File: config.mk
export PLATFORM = sky130hd
export DESIGN_NAME = mem_sequencer_flat
export DESIGN_NICKNAME = d
export VERILOG_FILES = /design/src/rtl/mem_sequencer_if.sv /design/src/rtl/mem_sequencer.sv /design/src/flat_wrapper.sv
export SDC_FILE = /design/constraint.sdc
export NUM_CORES = 1
export LEC_CHECK = 0
export CAP_MARGIN = 20
export CORE_ASPECT_RATIO = 1.25
export CORE_MARGIN = 5
export CORE_UTILIZATION = 54
export DETAILED_ROUTE_END_ITERATION = 16
export HOLD_SLACK_MARGIN = 0.08
export MAX_ROUTING_LAYER = met4
export PLACE_DENSITY_LB_ADDON = 0.08
export REMOVE_ABC_BUFFERS = 1
export SLEW_MARGIN = 10
export SYNTH_ARGS = -nofsm -noshare
export SYNTH_HDL_FRONTEND = slang
export SYNTH_SLANG_ARGS = --single-unit
File: constraint.sdc
create_clock -name i_clk -period 6.67 [get_ports i_clk]
set_input_delay 0.667 -clock i_clk [delete_from_list [all_inputs] [get_ports i_clk]]
set_output_delay 0.667 -clock i_clk [all_outputs]
set_load 0.01 [all_outputs]
File: src/rtl/mem_sequencer_if.sv
// Decoder <-> memory-unit sequencer bundle.
// master: decoder side (drives start/op/halt, observes handshake and strobes).
// slave : sequencer side (consumes request, drives handshake and strobes).
//   start, op[2:0], halt            request / flow control
//   ready, busy, done, dst_we       handshake and completion
//   ctrl_*                          registered memory-unit strobes
interface mem_sequencer_if;
    logic       start;
    logic [2:0] op;
    logic       halt;
    logic       ready;
    logic       busy;
    logic       done;
    logic       dst_we;
    logic       ctrl_pc_load_n;
    logic       ctrl_pc_n_en;
    logic       ctrl_pc_from_imm;
    logic       ctrl_mem_pc_to_ram_n;
    logic       ctrl_sp_up;
    logic       ctrl_sp_n_en;
    logic       ctrl_instr_n_we;
    logic       ctrl_ram_n_oe;
    logic       ctrl_ram_n_we;
    logic       ctrl_mem_mar0_n_we;
    logic       ctrl_mem_mar1_n_we;
    logic       ctrl_mem_instr_imm_to_ram_addr;

    modport master (
        output start, op, halt,
        input  ready, busy, done, dst_we,
        input  ctrl_pc_load_n, ctrl_pc_n_en, ctrl_pc_from_imm, ctrl_mem_pc_to_ram_n,
        input  ctrl_sp_up, ctrl_sp_n_en, ctrl_instr_n_we, ctrl_ram_n_oe, ctrl_ram_n_we,
        input  ctrl_mem_mar0_n_we, ctrl_mem_mar1_n_we, ctrl_mem_instr_imm_to_ram_addr
    );

    modport slave (
        input  start, op, halt,
        output ready, busy, done, dst_we,
        output ctrl_pc_load_n, ctrl_pc_n_en, ctrl_pc_from_imm, ctrl_mem_pc_to_ram_n,
        output ctrl_sp_up, ctrl_sp_n_en, ctrl_instr_n_we, ctrl_ram_n_oe, ctrl_ram_n_we,
        output ctrl_mem_mar0_n_we, ctrl_mem_mar1_n_we, ctrl_mem_instr_imm_to_ram_addr
    );
endinterface

File: src/rtl/mem_sequencer.sv
// Memory-unit micro-sequencer. Accepts one op per start/ready handshake and
// expands it into one or two timed strobe steps; RAM steps are stretched by
// RAM_WAIT extra cycles. All strobes come straight from flops.
//   i_clk, i_reset : clock, synchronous active-high reset
//   bus (slave)    : request, handshake and memory-unit strobes
module mem_sequencer #(
    parameter int RAM_WAIT = 1
) (
    input  logic           i_clk,
    input  logic           i_reset,
    mem_sequencer_if.slave bus
);
    typedef enum logic [1:0] {IDLE, STEP1, STEP2} state_t;

    localparam logic [2:0] OP_FETCH = 3'd0, OP_LOAD = 3'd1, OP_STORE = 3'd2, OP_PUSH = 3'd3,
                           OP_POP   = 3'd4, OP_JUMP = 3'd5, OP_RET   = 3'd6, OP_SETMAR = 3'd7;
    localparam logic [3:0] WAIT4 = 4'(RAM_WAIT);

    typedef struct packed {
        logic busy, done, dst_we;
        logic pc_load_n, pc_n_en, pc_from_imm;
        logic sp_up, sp_n_en, instr_n_we;
        logic ram_n_oe, ram_n_we, mar0_n_we, mar1_n_we, imm_to_ram_addr;
    } strobe_t;

    localparam strobe_t STROBE_IDLE = '{busy: 1'b0, done: 1'b0, dst_we: 1'b0,
                                        pc_load_n: 1'b1, pc_n_en: 1'b1, pc_from_imm: 1'b0,
                                        sp_up: 1'b0, sp_n_en: 1'b1, instr_n_we: 1'b1,
                                        ram_n_oe: 1'b1, ram_n_we: 1'b1, mar0_n_we: 1'b1,
                                        mar1_n_we: 1'b1, imm_to_ram_addr: 1'b0};

    state_t     state, state_nx;
    logic [2:0] op_q, op_nx;
    logic [3:0] cnt, cnt_nx;     // remaining extra cycles of the current step
    strobe_t    strb, strb_nx;

    function automatic logic is_ram(input state_t s, input logic [2:0] op);
        case (op)
            OP_LOAD, OP_STORE, OP_PUSH: return s == STEP1;
            OP_POP, OP_RET:             return s == STEP2;
            default:                    return 1'b0;
        endcase
    endfunction

    function automatic logic two_step(input logic [2:0] op);
        return op == OP_PUSH || op == OP_POP || op == OP_RET || op == OP_SETMAR;
    endfunction

    assign bus.ready = (state == IDLE) && !bus.halt && !i_reset;

    always_ff @(posedge i_clk) begin
        if (i_reset) begin
            state <= IDLE;
            op_q  <= OP_FETCH;
            cnt   <= '0;
            strb  <= STROBE_IDLE;
        end else begin
            state <= state_nx;
            op_q  <= op_nx;
            cnt   <= cnt_nx;
            strb  <= strb_nx;
        end
    end

    always_comb begin
        state_nx = state;
        op_nx    = op_q;
        cnt_nx   = cnt;
        case (state)
            IDLE: if (bus.start && bus.ready) begin
                state_nx = STEP1;
                op_nx    = bus.op;
                cnt_nx   = is_ram(STEP1, bus.op) ? WAIT4 : 4'd0;
            end
            STEP1: if (cnt != 4'd0) begin
                cnt_nx = cnt - 4'd1;
            end else if (two_step(op_q)) begin
                state_nx = STEP2;
                cnt_nx   = is_ram(STEP2, op_q) ? WAIT4 : 4'd0;
            end else begin
                state_nx = IDLE;
            end
            STEP2: if (cnt != 4'd0) cnt_nx = cnt - 4'd1;
                   else             state_nx = IDLE;
            default: state_nx = IDLE;
        endcase
    end

    // Strobes for the cycle about to start, decoded from the next state so
    // they can be registered. "last" marks the final cycle of a step, where
    // every state-changing enable lives.
    always_comb begin
        logic last;
        strb_nx = STROBE_IDLE;
        last    = (cnt_nx == 4'd0);
        if (state_nx != IDLE) begin
            strb_nx.busy = 1'b1;
            strb_nx.done = last && (state_nx == STEP2 || !two_step(op_nx));
            case (op_nx)
                OP_FETCH: begin
                    strb_nx.instr_n_we = 1'b0;
                    strb_nx.pc_n_en    = 1'b0;
                end
                OP_LOAD: begin
                    strb_nx.ram_n_oe        = 1'b0;
                    strb_nx.imm_to_ram_addr = 1'b1;
                    strb_nx.dst_we          = last;
                end
                OP_STORE: strb_nx.ram_n_we = 1'b0;
                OP_PUSH: if (state_nx == STEP1) begin
                    strb_nx.ram_n_we        = 1'b0;
                    strb_nx.imm_to_ram_addr = 1'b1;
                end else begin
                    strb_nx.sp_n_en = 1'b0;
                    strb_nx.sp_up   = 1'b1;
                end
                OP_POP: if (state_nx == STEP1) begin
                    strb_nx.sp_n_en = 1'b0;
                end else begin
                    strb_nx.ram_n_oe        = 1'b0;
                    strb_nx.imm_to_ram_addr = 1'b1;
                    strb_nx.dst_we          = last;
                end
                OP_JUMP: begin
                    strb_nx.pc_n_en     = 1'b0;
                    strb_nx.pc_load_n   = 1'b0;
                    strb_nx.pc_from_imm = 1'b1;
                end
                OP_RET: if (state_nx == STEP1) begin
                    strb_nx.sp_n_en = 1'b0;
                end else begin
                    // return address is read from the stack, then loaded into PC
                    strb_nx.ram_n_oe        = 1'b0;
                    strb_nx.imm_to_ram_addr = 1'b1;
                    strb_nx.pc_n_en         = !last;
                    strb_nx.pc_load_n       = !last;
                end
                OP_SETMAR: if (state_nx == STEP1) strb_nx.mar0_n_we = 1'b0;
                           else                   strb_nx.mar1_n_we = 1'b0;
                default: ;
            endcase
        end
    end

    assign bus.busy                           = strb.busy;
    assign bus.done                           = strb.done;
    assign bus.dst_we                         = strb.dst_we;
    assign bus.ctrl_pc_load_n                 = strb.pc_load_n;
    assign bus.ctrl_pc_n_en                   = strb.pc_n_en;
    assign bus.ctrl_pc_from_imm               = strb.pc_from_imm;
    assign bus.ctrl_mem_pc_to_ram_n           = 1'b1;
    assign bus.ctrl_sp_up                     = strb.sp_up;
    assign bus.ctrl_sp_n_en                   = strb.sp_n_en;
    assign bus.ctrl_instr_n_we                = strb.instr_n_we;
    assign bus.ctrl_ram_n_oe                  = strb.ram_n_oe;
    assign bus.ctrl_ram_n_we                  = strb.ram_n_we;
    assign bus.ctrl_mem_mar0_n_we             = strb.mar0_n_we;
    assign bus.ctrl_mem_mar1_n_we             = strb.mar1_n_we;
    assign bus.ctrl_mem_instr_imm_to_ram_addr = strb.imm_to_ram_addr;
endmodule
File: src/flat_wrapper.sv
// flat-port wrapper written by rule: the top's interface ports become plain ports
module mem_sequencer_flat 
#(
    parameter int RAM_WAIT = 1
)
  (i_clk, i_reset, bus_start, bus_op, bus_halt, bus_ready, bus_busy, bus_done, bus_dst_we, bus_ctrl_pc_load_n, bus_ctrl_pc_n_en, bus_ctrl_pc_from_imm, bus_ctrl_mem_pc_to_ram_n, bus_ctrl_sp_up, bus_ctrl_sp_n_en, bus_ctrl_instr_n_we, bus_ctrl_ram_n_oe, bus_ctrl_ram_n_we, bus_ctrl_mem_mar0_n_we, bus_ctrl_mem_mar1_n_we, bus_ctrl_mem_instr_imm_to_ram_addr);
  mem_sequencer_if bus_i ();
  input  logic i_clk;
  input  logic i_reset;
  input wire logic [$bits(bus_i.start)-1:0] bus_start;
  input wire logic [$bits(bus_i.op)-1:0] bus_op;
  input wire logic [$bits(bus_i.halt)-1:0] bus_halt;
  output wire logic [$bits(bus_i.ready)-1:0] bus_ready;
  output wire logic [$bits(bus_i.busy)-1:0] bus_busy;
  output wire logic [$bits(bus_i.done)-1:0] bus_done;
  output wire logic [$bits(bus_i.dst_we)-1:0] bus_dst_we;
  output wire logic [$bits(bus_i.ctrl_pc_load_n)-1:0] bus_ctrl_pc_load_n;
  output wire logic [$bits(bus_i.ctrl_pc_n_en)-1:0] bus_ctrl_pc_n_en;
  output wire logic [$bits(bus_i.ctrl_pc_from_imm)-1:0] bus_ctrl_pc_from_imm;
  output wire logic [$bits(bus_i.ctrl_mem_pc_to_ram_n)-1:0] bus_ctrl_mem_pc_to_ram_n;
  output wire logic [$bits(bus_i.ctrl_sp_up)-1:0] bus_ctrl_sp_up;
  output wire logic [$bits(bus_i.ctrl_sp_n_en)-1:0] bus_ctrl_sp_n_en;
  output wire logic [$bits(bus_i.ctrl_instr_n_we)-1:0] bus_ctrl_instr_n_we;
  output wire logic [$bits(bus_i.ctrl_ram_n_oe)-1:0] bus_ctrl_ram_n_oe;
  output wire logic [$bits(bus_i.ctrl_ram_n_we)-1:0] bus_ctrl_ram_n_we;
  output wire logic [$bits(bus_i.ctrl_mem_mar0_n_we)-1:0] bus_ctrl_mem_mar0_n_we;
  output wire logic [$bits(bus_i.ctrl_mem_mar1_n_we)-1:0] bus_ctrl_mem_mar1_n_we;
  output wire logic [$bits(bus_i.ctrl_mem_instr_imm_to_ram_addr)-1:0] bus_ctrl_mem_instr_imm_to_ram_addr;
  assign bus_i.start = bus_start;
  assign bus_i.op = bus_op;
  assign bus_i.halt = bus_halt;
  assign bus_ready = bus_i.ready;
  assign bus_busy = bus_i.busy;
  assign bus_done = bus_i.done;
  assign bus_dst_we = bus_i.dst_we;
  assign bus_ctrl_pc_load_n = bus_i.ctrl_pc_load_n;
  assign bus_ctrl_pc_n_en = bus_i.ctrl_pc_n_en;
  assign bus_ctrl_pc_from_imm = bus_i.ctrl_pc_from_imm;
  assign bus_ctrl_mem_pc_to_ram_n = bus_i.ctrl_mem_pc_to_ram_n;
  assign bus_ctrl_sp_up = bus_i.ctrl_sp_up;
  assign bus_ctrl_sp_n_en = bus_i.ctrl_sp_n_en;
  assign bus_ctrl_instr_n_we = bus_i.ctrl_instr_n_we;
  assign bus_ctrl_ram_n_oe = bus_i.ctrl_ram_n_oe;
  assign bus_ctrl_ram_n_we = bus_i.ctrl_ram_n_we;
  assign bus_ctrl_mem_mar0_n_we = bus_i.ctrl_mem_mar0_n_we;
  assign bus_ctrl_mem_mar1_n_we = bus_i.ctrl_mem_mar1_n_we;
  assign bus_ctrl_mem_instr_imm_to_ram_addr = bus_i.ctrl_mem_instr_imm_to_ram_addr;
  mem_sequencer #(.RAM_WAIT(RAM_WAIT)) u_core (.i_clk(i_clk), .i_reset(i_reset), .bus(bus_i));
endmodule
Word-level counts from Yosys, hierarchy flattened --
Cells that the tools add are included.
Word-level totals: flip-flop bits (word level) 23, word-level logic and storage cells 104
Operators by class: $add $sub $neg 1, eq/ne operators 18, mux-type cells 38, bitwise gates (word level) 3, reduce and logical (&&, ||, !) cells 27
Operator list (number):
- equality test 3 bit (second input constant) | 7
- 2-to-1 mux 4 bit | 4
- equality test 3 x 2 -> 1 bit (second input constant) | 5
- 2-to-1 mux 1 bit | 15
- 2-to-1 mux 14 bit | 1
- 2-to-1 mux 2 bit | 7
- one-hot mux 1 bit (2 select lines) | 6
- one-hot mux 4 bit (3 select lines) | 1
- OR reduction 3 bit | 3
- OR reduction 2 bit | 4
- logical OR 1 bit | 7
- equality test 3 x 1 -> 1 bit (second input constant) | 2
- 2-to-1 mux 3 bit | 2
- one-hot mux 2 bit (3 select lines) | 1
- equality test 2 x 1 -> 1 bit (second input constant) | 2
- equality test 2 bit (second input constant) | 2
- logical AND 1 bit | 4
- logical NOT 1 bit | 4
- logical NOT 4 bit | 1
- nonzero test 4 bit | 1
- subtractor 4 x 1 -> 4 bit (second input constant) | 1
- logical NOT 3 bit | 1
- NOT 1 bit | 3
- one-hot mux 1 bit (3 select lines) | 1
- other kinds (2) | 2

Depth between registers and ports, before layout --
Gate-level depths: netlist of run 1.
depth after elaboration 16, depth in mapped cells 7, depth with buffers taken out 7

Worst setup path before layout of run 1 --
OpenSTA, ideal clock, no wires.
kind input -> register, from input i_reset, to register u_core.strb, in the netlist u_core.bus.dst_we, library setup time 0.100 ns, data arrival time 2.117 ns, required time 6.570 ns, slack 4.453 ns, stages on the path 5, cell sequence or4_4 -> o21ai_4 -> nand2_4 -> or3_4 -> a2111oi_4
On the way: longest elaborated chain between the ends 8, elaborated cells on any way between the ends 18, those cells by class eq/ne: 3; mux: 8; bitwise: 1; reduce/logical: 6
Ends and longest elaborated chain:
- start: declaration | RTL line flat_wrapper.sv:9 | input logic i_reset;
- logical NOT 1 bit | RTL line mem_sequencer.sv:49 | assign bus.ready = (state == IDLE) && !bus.halt && !i_reset;
- logical AND 1 bit | RTL line mem_sequencer.sv:49
- logical AND 1 bit | RTL line mem_sequencer.sv:70 | IDLE: if (bus.start && bus.ready) begin
- 2-to-1 mux 4 bit / 2-to-1 mux 2 bit (equally long branches) | RTL line mem_sequencer.sv:70
- one-hot mux 4 bit (3 select lines) / one-hot mux 2 bit (3 select lines) (equally long branches) | RTL line mem_sequencer.sv:69 | case (state)
- logical NOT 4 bit (tied with other cells) | RTL line mem_sequencer.sv:95 | last = (cnt_nx == 4'd0);
- 2-to-1 mux 1 bit / NOT 1 bit (equally long branches)
- one-hot mux 1 bit (2 select lines) / OR reduction 2 bit (equally long branches)
- end signal: assignment | RTL line mem_sequencer.sv:61 | strb <= strb_nx;
- end: declaration | RTL line mem_sequencer.sv:35 | strobe_t strb, strb_nx;
Several ways; a longest one is shown, not always the timed one. A chain may end at the register's enable or synchronous reset.

Worst setup path in the final report of run 1 --
from input i_reset, to output bus_ready
On the way: longest elaborated chain between the ends 2
Ends and longest elaborated chain:
- logical NOT 1 bit | RTL line mem_sequencer.sv:49
- logical AND 1 bit | RTL line mem_sequencer.sv:49
- end: declaration | RTL line flat_wrapper.sv:13 | output wire logic [$bits(bus_i.ready)-1:0] bus_ready;
No other way between the ends.

==> results of run 1 <==
worst max-delay path by stage:
stage	from	to	slack (ns)	cells after the start
2_1_floorplan	i_reset	u_core.bus.dst_we	4.33	6
3_3_place_gp	i_reset	bus_ready	3.42	4
3_5_place_dp	i_reset	bus_ready	3.40	4
4_1_cts	i_reset	bus_ready	3.40	4
5_1_grt	i_reset	bus_ready	3.34	4
6_report	i_reset	bus_ready	3.41	4
kinds of logic after synthesis:
group,share of synthesized area (%)
fa+ha+maj,1.08
simple gates,29.8
compound gates,17.8
flops,39.7
mux,4.86
buf+inv,4.97
xor+xnor,1.40
other cells,0.324
stage by stage:
step | hold slack [ns] | util (%)
6_report | 0.567 | 69.5
5_1_grt | 0.637 | 69.5
4_1_cts | 0.570 | 69.5
3_5_place_dp | 0.553 | 68.2
3_3_place_gp | 0.541 | 68.2
2_1_floorplan | 0.491 | -
power by group:
group / internal (mW) / total (mW) / leakage (nW) / switching (mW)
Sequential: 0.139 / 0.141 / 0.186 / 0.00178
Combinational: 0.0140 / 0.0330 / 0.314 / 0.0189
Clock: 0.0234 / 0.0639 / 0.0150 / 0.0405
Total: 0.177 / 0.238 / 0.515 / 0.0613
cells in the final DEF, fill, tap and decap left out, types with 2 or more instances in the layout:
cell,n
dfxtp_1,23
clkdlybuf4s50_1,21
nand2_1,11
nor2_1,10
a21oi_1,6
inv_1,5
nand3_1,4
nand4_1,3
and2_1,3
nor3_1,3
clkbuf_4,3
nand2_4,2
mux2i_1,2
o2111ai_1,2
a31oi_1,2
nor4_2,2
worst max-delay path, delay by kind of cell:
| kind | cells | cell delay (ns) |
|---|---|---|
| simple gates | 1 | 0.64 |
| buf+inv | 3 | 1.28 |
registers in the layout, indices dropped and copies added, names as in the netlist:
| name | count |
|---|---|
| u_core.cnt | 4 |
| u_core.bus.ctrl_pc_n_en | 1 |
| u_core.bus.ctrl_sp_up | 1 |
| u_core.bus.ctrl_ram_n_oe | 1 |
| u_core.bus.ctrl_mem_instr_imm_to_ram_addr | 1 |
| u_core.bus.ctrl_ram_n_we | 1 |
| u_core.bus.ctrl_instr_n_we | 1 |
| u_core.bus.dst_we | 1 |
| u_core.bus.busy | 1 |
| u_core.bus.ctrl_pc_load_n | 1 |
| u_core.bus.ctrl_mem_mar1_n_we | 1 |
| u_core.state | 2 |
| u_core.bus.ctrl_mem_mar0_n_we | 1 |
| u_core.bus.ctrl_pc_from_imm | 1 |
| u_core.op_q | 3 |
| u_core.bus.done | 1 |
| u_core.bus.ctrl_sp_n_en | 1 |
cell type report:
cell class,count,area (sq um),share of cell area [%]
sequential,23,460,33.0
inverter,7,31.3,2.24
timing repair buffer,21,210,15.1
multi-input combinational,86,641,46.0
clock buffer,4,26.3,1.89
tap,20,25.0,1.80
metal layers:
| layer | GRT usage (%) | share of wire [%] | up-vias |
|---|---|---|---|
| met5 | - | 0 | - |
| met2 | 28.7 | 52 | 23 |
| met1 | 18.5 | 43 | 439 |
| li1 | - | - | 485 |
| met3 | 3.10 | 4.2 | 4 |
| met4 | 10.1 | 1.0 | 0 |
==> flow_summary_export.csv, run 1 <==
group,metric,value,unit
yosys,synthDistinctLibCells,55,
timing,layout_setup_ws,3.41,ns
yosys,seq_area_frac_synth,39.7,%
hold_path,hp-class,"register to register",
power,power,0.238,mW
final_layout,nNetsFinal,150,
global_routing,groute.usage.overall,16.9,%
global_routing,grt_antenna_before_repair,0,
critical_path,path_class,"primary input to output pin",
place,routabilityCongestion,0.849,
routing,vias,951,
critical_path,critPathMaxFanout,13,
clock_tree,cts_made_buffers,3,
yosys,synth_top_area_share,39.7,%
critical_path,critPathSlowestCell,"clkdlybuf4s50_1",
routing,drc_errors,0,
die,num_rows,18,
global_routing,grt_max_degree,14,
yosys,yosysTopAreaCell,"dfxtp_1",
clock_tree,postCtsSetupBuffers,0,
clock_tree,clk_latency,0.31,ns
global_routing,grt_pass1_vias,920,
routing,ant_nets,0,
timing,fmax,0.306,GHz
clock_tree,htree_levels,1,
critical_path,rr_endpoint,"u_core.bus.dst_we",
clock_tree,cts_tree,"built",
die,core-area,2000,sq um
flow_run,drv_cap,0,
timing,fin_tns_setup,0,ns
timing,min_period,3.26,ns
critical_path,cp-end-kind,"output pin",
place,dp_worst_setup_slack,3.40,ns
hold_path,hp-start,"u_core.cnt[3]",
final_layout,diodes,0,
yosys,synthTopCellsByCount,"dfxtp_1 (23), nand2_1 (11), nor2_1 (10)",
final_layout,area_delta_synth_final,20.3,%
status,status,"completed",
place,place_area,1370,sq um
timing,slew-limit-headroom,56.4,%
routing,dr.pass1.iters,4,
timing,fin_skew,0.00728,ns
die,boundaryPins,23,
critical_path,r2r-start,"u_core.cnt[0]",
die,die-area,3180,sq um
power,p_leak,0.515,nW
critical_path,reg2reg_depth,7,
place,port_buffers,21,
timing,rsz0062_at_grt,"no",
routing,wirelength,2.29,mm
die,die_h,61.8,microns
critical_path,slowest_delay,0.66,ns
critical_path,rrSetupSlack,4.18,ns
yosys,synth-main-ff-cell,"dfxtp_1",
place,dp_cells,157,
yosys,async_flop_share,0,%
critical_path,path_cells,"clkdlybuf4s50_1 -> or4_4 -> clkinv_4 -> clkdlybuf4s50_1",
yosys,synth_area,1160,sq um
hold_path,hold-path-cell-count,2,
final_layout,layoutNonFillerInstCount,161,
clock_tree,post_cts_resized,0,
die,die_w,51.4,microns
final_layout,finalInstanceArea,1390,sq um
global_routing,grt_pass1_wl,3.94,mm
clock_tree,cts_sinks,23,
final_layout,fillers,166,
place,dp_hpwl,1.78,mm
timing,worstMarginPinSlew,0.653,ns
clock_tree,cts_hold_buf,0,
critical_path,path_common_cell,"clkdlybuf4s50_1",
critical_path,critPathArrivalTime,2.60,ns
clock_tree,clockBufferDepth,2,
timing,finalHoldViolCount,0,
yosys,synthCells,120,
final_layout,layout-drive-gt1-share,15.6,%
yosys,synth_most_common_cell,"dfxtp_1",
yosys,synth_seq_cells,23,
clock_tree,cts_root_buf,"clkbuf_4",
power,ir_worst_vdd,0.000138,V
global_routing,overflow,0,
yosys,synth_edf_count,0,
routing,wl_per_cell,14.2,microns
die,start_util,57.8,%
timing,drv_slew,0,
clock_tree,clkTransAtPathRegs,0.12,ns
routing,drt_iter0_drc,26,
critical_path,cp.required,6.00,ns
critical_path,start_kind,"primary input",
routing,via_per_inst,5.91,
hold_path,holdPathEnd,"u_core.cnt[3]",
timing,min_period_over_period,48.9,%
yosys,avgSynthCellArea,9.66,sq um
power,p_per_area,171,nW/um^2
timing,setup_viol,0,
yosys,synth_warnings,0,
yosys,synth_area_leaders,"dfxtp_1 (40%), nand2_1 (3.6%), nor2_1 (3.2%), a21oi_1 (2.6%), a2111oi_4 (2.4%)",
Note: power is estimated with default switching activity, not from simulation.
==> run 2, diff against run 1 <==
Settings changed: CORE_UTILIZATION 54 to 45.
Clock period 6.67 ns to 2.6 ns, I/O delays scaled along.
==> flow_summary_export.csv, run 2 (synthesis gave the netlist of run 1 again) <==
group,metric,value,unit
final_layout,layout_commonest_cell,"dfxtp_1",
hold_path,hp-start,"u_core.cnt[3]",
power,p_comb_share,15.2,%
clock_tree,clockBufferDepth,2,
hold_path,holdPathEnd,"u_core.cnt[3]",
critical_path,start_kind,"register",
timing,fin_tns_setup,0,ns
global_routing,grt_antenna_before_repair,0,
final_layout,diodes,0,
critical_path,r2r-start,"u_core.cnt[0]",
routing,via_per_inst,5.48,
clock_tree,htree_levels,1,
power,switching_share,25.0,%
global_routing,groute.usage.overall,15.5,%
die,start_util,47.2,%
place,dp_cells,176,
final_layout,nNetsFinal,156,
clock_tree,cts_made_buffers,3,
clock_tree,cts_root_buf,"clkbuf_4",
final_layout,largest_register,"u_core.cnt",
place,dp_hpwl,2.03,mm
critical_path,reg2reg_depth,7,
final_layout,final_cell_mix,"dfxtp_1 (23), clkdlybuf4s50_1 (21), nand2_1 (11)",
routing,wirelength,2.49,mm
die,boundaryPins,23,
global_routing,grt_pass1_vias,957,
power,internal_power,0.459,mW
die,die_w,55.4,microns
final_layout,layout-drive-gt1-share,19.0,%
critical_path,cp-end-kind,"register",
final_layout,largest_reg_flops,4,
clock_tree,clk_latency,0.30,ns
clock_tree,clkTransAtPathRegs,0.11,ns
timing,fin_skew,0.00791,ns
critical_path,critPathArrivalTime,2.40,ns
hold_path,hp-class,"register to register",
final_layout,largest_registers,"u_core.cnt x4, u_core.op_q x3, u_core.state x2",
power,pwr-share-seq,59.2,%
clock_tree,postCtsSetupBuffers,0,
die,core-area,2450,sq um
routing,wl_per_cell,13.8,microns
hold_path,hold-path-cell-count,2,
routing,ant_nets,0,
critical_path,critPathMaxFanout,5,
timing,rsz0062_at_grt,"no",
critical_path,rrSetupSlack,0.41,ns
timing,fmax,0.456,GHz
global_routing,overflow,0,
power,switching_power,0.153,mW
routing,drt_iter0_drc,38,
status,status,"completed",
final_layout,fillers,254,
clock_tree,cts_tree,"built",
timing,min_period_over_period,84.4,%
die,die_h,66.7,microns
die,num_rows,20,
routing,dr.pass1.iters,4,
power,p_leak,0.543,nW
timing,setup_viol,0,
power,ir_worst_vdd,0.000226,V
timing,finalHoldViolCount,0,
power,p_per_area,421,nW/um^2
flow_run,drv_cap,0,
clock_tree,cts_hold_buf,0,
final_layout,area_delta_synth_final,25.6,%
global_routing,grt_pass1_wl,4.46,mm
global_routing,grt_max_degree,13,
critical_path,cp.required,2.81,ns
clock_tree,post_cts_resized,0,
routing,drc_errors,0,
final_layout,layoutNonFillerInstCount,180,
die,die-area,3700,sq um
critical_path,rr_endpoint,"u_core.bus.dst_we",
final_layout,finalInstanceArea,1460,sq um
place,routabilityCongestion,0.938,
place,dp_worst_setup_slack,0.199,ns
timing,layout_setup_ws,0.406,ns
timing,drv_slew,0,
clock_tree,cts_sinks,23,
routing,vias,987,
place,place_area,1430,sq um
place,port_buffers,21,
critical_path,path_class,"register to register",
timing,min_period,2.19,ns
power,pwr-share-clk,25.6,%
==> run 2: changes by cell type in the layout (fill, tap and decap cells not counted), sizes merged <==
cell | previous run | this run
buf | 0 | 6
==> run 2: final cells by class <==
class	count	area, sq um	area share (%)
multi-input combinational	86	641	44.0
sequential	23	460	31.6
timing repair buffer	27	255	17.5
tap	33	41.3	2.84
inverter	7	31.3	2.15
clock buffer	4	26.3	1.81
==> run 2: routing by layer <==
layer | routed length [microns] | part of all wire (%) | up-vias | track usage (%)
li1 | - | - | 490 | -
met5 | 0 | 0 | - | -
met4 | 30 | 1.2 | 0 | 4.56
met1 | 992 | 40 | 473 | 15.9
met2 | 1370 | 55 | 20 | 29.6
met3 | 96 | 3.9 | 4 | 3.29
==> run 2: critical path, cell delays in order, from the launching register on <==
cell	delay, ns
dfxtp_1	0.37
inv_1	0.13
ha_1	0.22
or3b_1	0.41
nand2_1	0.15
nand2_1	0.11
or3_4	0.43
a2111oi_4	0.28
==> run 2: worst max-delay path by stage <==
| stage | startpoint | end |
|---|---|---|
| finish | u_core.cnt[0] | u_core.bus.dst_we |
| CTS | u_core.state[1] | bus_ready |
| global route | u_core.cnt[0] | u_core.bus.dst_we |
| global placement | i_reset | u_core.bus.ctrl_pc_n_en |
| detailed placement | i_reset | u_core.bus.ctrl_pc_n_en |
| floorplan | u_core.cnt[0] | u_core.bus.dst_we |
==> run 2: per-stage QoR <==
stage	util (%)	total power [mW]	hold slack (ns)
2_1_floorplan	-	0.423	0.329
3_3_place_gp	58.3	0.462	0.553
3_5_place_dp	58.3	0.463	0.546
4_1_cts	59.3	0.622	0.565
5_1_grt	59.3	0.651	0.592
6_report	59.3	0.612	0.568
==> run 2: power by group through the flow <==
stage,registers (mW),clock network [mW],logic [mW]
detailed placement,0.370,0,0.0927
CTS,0.363,0.167,0.0931
global route,0.364,0.186,0.102
finish,0.363,0.157,0.0928
global placement,0.370,0,0.0915
floorplan,0.371,0,0.0518
